**config.mk**
```make
export PLATFORM = sky130hd
export DESIGN_NAME = if_id_buffer
export DESIGN_NICKNAME = d
export VERILOG_FILES = /design/src/rtl/if_id_buffer.sv
export SDC_FILE = /design/constraint.sdc
export NUM_CORES = 1
export LEC_CHECK = 0
export CAP_MARGIN = 20
export CORE_UTILIZATION = 47
export DETAILED_ROUTE_END_ITERATION = 6
export HOLD_SLACK_MARGIN = 0.08
export PLACE_DENSITY = 0.79
export SETUP_SLACK_MARGIN = 0.05
export SLEW_MARGIN = 0
export SYNTH_ARGS = -nofsm -noshare
export SYNTH_HDL_FRONTEND = slang
export SYNTH_SLANG_ARGS = --single-unit
```
**constraint.sdc**
```tcl
create_clock -name CLK -period 6.5 [get_ports CLK]
set_input_delay 1.3 -clock CLK [delete_from_list [all_inputs] [get_ports CLK]]
set_output_delay 1.3 -clock CLK [all_outputs]
set_load 0.02 [all_outputs]
```
**src/rtl/if_id_buffer.sv**
```systemverilog
// IF/ID decoupling buffer: a single-outstanding fetch FSM feeding a small FIFO
// of {pc, pc+4, instruction} entries toward decode.

module if_id_slot #(
  parameter int W = 96
) (
  input  logic         CLK,
  input  logic         we,
  input  logic [W-1:0] d,
  output logic [W-1:0] q
);
  // Storage keeps its contents across reset and flush; only the pointers and
  // the count decide what is visible.
  always_ff @(posedge CLK) begin
    if (we) q <= d;
  end
endmodule

module if_id_buffer #(
  parameter int          DEPTH     = 2,
  parameter logic [31:0] NOP_INSTR = 32'h00000013
) (
  input  logic        CLK,
  input  logic        RESET,
  input  logic [31:0] PC,
  input  logic [31:0] PC_4,
  output logic        BUSY_WAIT,
  output logic        IMEM_READ,
  output logic [31:0] IMEM_ADDRESS,
  input  logic [31:0] IMEM_READDATA,
  input  logic        IMEM_BUSYWAIT,
  input  logic        ID_STALL,
  input  logic        FLUSH,
  output logic        VALID,
  output logic [31:0] INSTRUCTION,
  output logic [31:0] ID_PC,
  output logic [31:0] ID_PC_4
);
  localparam int AW = $clog2(DEPTH);
  localparam logic [AW:0] DEPTH_C = (AW+1)'(DEPTH);

  localparam logic [0:0] IDLE = 1'b0;
  localparam logic [0:0] REQ  = 1'b1;

  typedef struct packed {
    logic [31:0] pc;
    logic [31:0] pc_4;
    logic [31:0] instr;
  } entry_t;

  logic [0:0]    state, state_nxt;
  logic [AW-1:0] wr_ptr, rd_ptr;
  logic [AW:0]   count, count_nxt;
  logic          complete, push, pop;
  entry_t        wr_entry, head;
  entry_t [DEPTH-1:0] slot_q;

  // A fetch that lands in the same cycle as a flush is dropped on the floor.
  assign complete  = (state == REQ) && !IMEM_BUSYWAIT && !FLUSH;
  assign push      = complete;
  assign pop       = (count != '0) && !ID_STALL && !FLUSH;
  assign count_nxt = count + (AW+1)'(push) - (AW+1)'(pop);

  always_comb begin
    state_nxt = IDLE;
    if (FLUSH)
      state_nxt = IDLE;
    else if ((state == REQ) && IMEM_BUSYWAIT)
      state_nxt = REQ;
    else if (count_nxt < DEPTH_C)
      state_nxt = REQ;
  end

  always_ff @(posedge CLK or negedge RESET) begin
    if (!RESET) begin
      state  <= IDLE;
      count  <= '0;
      wr_ptr <= '0;
      rd_ptr <= '0;
    end else if (FLUSH) begin
      state  <= IDLE;
      count  <= '0;
      wr_ptr <= '0;
      rd_ptr <= '0;
    end else begin
      state <= state_nxt;
      count <= count_nxt;
      if (push) wr_ptr <= wr_ptr + AW'(1);
      if (pop)  rd_ptr <= rd_ptr + AW'(1);
    end
  end

  assign wr_entry = '{pc: PC, pc_4: PC_4, instr: IMEM_READDATA};

  for (genvar i = 0; i < DEPTH; i++) begin : g_slot
    if_id_slot #(.W($bits(entry_t))) u_slot (
      .CLK (CLK),
      .we  (push && (wr_ptr == AW'(i))),
      .d   (wr_entry),
      .q   (slot_q[i])
    );
  end

  assign head = slot_q[rd_ptr];

  assign IMEM_READ    = (state == REQ);
  assign IMEM_ADDRESS = PC;
  assign BUSY_WAIT    = !complete;
  assign VALID        = (count != '0);
  assign INSTRUCTION  = VALID ? head.instr : NOP_INSTR;
  assign ID_PC        = VALID ? head.pc    : 32'h0;
  assign ID_PC_4      = VALID ? head.pc_4  : 32'h0;
endmodule

```
==> metrics.cfg <==
[logic_synthesis]
synth_edf_count=192
syn-cell-area_sq_um=7750
synth-seq-cells=197
yosysMostFrequentCell=edfxtp_1
ys_warn_count=0
async_reset_ff_share_pct=2.54
yosys.area.top_type_share_pct=74.4
syn_inst=464
synthTopCellsByCount=192 x edfxtp_1, 97 x nor2_1, 96 x mux2i_1
synth_area_leader_cell=edfxtp_1
synth-seq-area-share_pct=76.0
synthesis.nets=567
avgSynthCellArea_sq_um=16.7
ys.flop_type=edfxtp_1
synth_area_leaders=edfxtp_1 74%, mux2i_1 12%, nor2_1 4.7%
synth_cell_types=22

[sta]
min_period_ns=4.47
finalSetupTns_ns=0
slew_violations=0
finalSetupViolCount=0
slew-limit-headroom_pct=30.9
max_freq_ghz=0.224
rsz0062_at_grt=false
worst_slew_pin_slew_ns=1.03
period_share_pct=68.7
finClkSkew_ns=0.00690
hold_viol=0

[route]
ant_nets=0
drtIter0Drc=268
wl_mm=15.5
vias_per_cell=4.96
drc=0
first_pass_iters=4
wire_per_inst_um=17.3
vias=4435

[grt]
grt_pass1_wl_mm=23.0
overflow=0
first_global_vias=4580
grt_antenna_before_repair=0
grtUsageTotal_pct=18.3
grt_max_degree=58

[critical_path]
slowest_delay_ns=1.04
slowest_stage=dfrtp_4
critPathKind=reg2out
cp.required_ns=5.20
crit_fanout=57
start_kind=register
critPathTopFamily=buffers and inverters
timing.critical_path.to_type=primary output
cp_data_arrival_time_ns=3.17
path_cells=buf_4 > mux2i_1 > nor2_1 > clkdlybuf4s50_1
path_buf_inv=2

[cts]
cts_resized=0
cts_buffers=17
h-tree-depth=4
tritoncts=built
clk-insertion-delay-late_ns=0.42
cts.clk_slew.worst_paths_ns=0.06
cts_root_buf=clkbuf_16
cts_max_path_buffers=2
cts-hold-fix-buffers=0
postCtsSetupBuffers=0
cts.sinks=197

[layout]
drive_gt1_share_pct=5.16
final_nets=769
diodes=0
area_growth_pct=35.8

[floorplanning]
coreArea_sq_um=16000
num_io_pins=232
die_x_um=130
start_util_pct=48.5
num_rows=46
die_h_um=130
die_area_sq_um=17000

[placed_design]
place.gp.congestion=0.739
hpwl_mm=10.0
port_buffers=231

[worst_hold_path]
hp-class=reg2reg

[pwr]
pwr_density_cell_nw_per_um2=280
power.leakage_uw=0.00339
p_total_uw=2950
peakVddDrop_mv=0.178

[run]
maxCapViolCount=0

[run_status]
outcome=complete, no violations

## layer usage
metal	up-vias	wire, um	global-route usage [%]
met5	-	0	0
met3	15	1030	4.85
met1	2172	6330	22.1
met4	0	208	6.15
met2	176	7900	31.8
li1	2072	-	-
## where the power goes
| part | switching, uW | internal (uW) |
|---|---|---|
| sequential | 30.0 | 1440 |
| clock | 423 | 520 |
| combinational | 279 | 264 |
| total | 732 | 2220 |
## metrics by stage
stage / cell area, sq um / worst slack [ns] / instances / util, % / hold WS [ns]
6_report: 10500 / 2.03 / 894 / 65.8 / 0.691
3_5_place_dp: 10000 / 2.41 / 863 / 62.5 / 0.675
4_1_cts: 10500 / 1.96 / 894 / 65.8 / 0.694
2_1_floorplan: 7750 / 0.296 / 464 / - / 0.524
5_1_grt: 10500 / 1.79 / 894 / 65.8 / 0.749
3_3_place_gp: 10000 / 2.44 / 863 / 62.5 / 0.616
## worst paths after layout
kind | start | to | slack [ns] | cells past startpoint
worst max-delay path | rd_ptr$_DFFE_PN0P_ | ID_PC_4[21] | 2.03 | 4
worst min-delay path | wr_ptr$_DFFE_PN0P_ | wr_ptr$_DFFE_PN0P_ | 0.69 | 2
worst max register to register | count[1]$_DFF_PN0_ | IMEM_READ$_DFF_PN0_ | 3.97 | 8
worst min register to register | wr_ptr$_DFFE_PN0P_ | wr_ptr$_DFFE_PN0P_ | 0.69 | 2
max in group asynchronous | RESET | rd_ptr$_DFFE_PN0P_ | 5.19 | 1
min in group asynchronous | RESET | count[1]$_DFF_PN0_ | 1.10 | 1
## final cells by class
cell class,instances,area (sq um)
fillers,1136,5470
inverters,2,7.51
well taps,216,270
clock inverters,11,87.6
clock buffers,20,437
repair buffers,236,2360
multi-input cells,212,1470
flip-flops and latches,197,5890
## registers in the layout, indices dropped and copies added (netlist names)
signal	flops
g_slot.u_slot.q	192
count	2
rd_ptr	1
IMEM_READ	1
wr_ptr	1
## worst reg2reg max path, cell delays in order, from the launching register on
cell     delay, ns
dfrtp_1       0.42
nor2_4        0.81
nor3_1        0.12
ha_1          0.32
inv_1         0.04
ha_1          0.18
xor2_1        0.15
xnor2_1       0.15
o21ba_2       0.21
## cell usage in the layout, fill, tap and decap left out, types with 3 or more instances in the layout
cell / n
clkinv_2: 3
clkbuf_1: 3
nand2_1: 4
dfrtp_1: 4
clkdlybuf4s50_1: 231
clkinvlp_4: 3
clkinv_1: 3
buf_4: 4
clkbuf_16: 17
edfxtp_1: 192
nor2_1: 96
mux2i_1: 96
## logic make-up (layout without fill, tap and decap cells)
| kind of cell | after synthesis | after routing | share of synthesized area, % |
|---|---|---|---|
| AO/OA/AOI/OAI | 3 | 3 | 0.258 |
| XOR/XNOR | 3 | 3 | 0.339 |
| adder cells (fa/ha/maj) | 2 | 2 | 0.323 |
| buffers and inverters | 55 | 269 | 5.26 |
| flip-flops | 197 | 197 | 76.0 |
| multiplexers | 96 | 96 | 12.4 |
| AND/OR/NAND/NOR | 108 | 108 | 5.44 |
(Power assumes the default switching activity.)
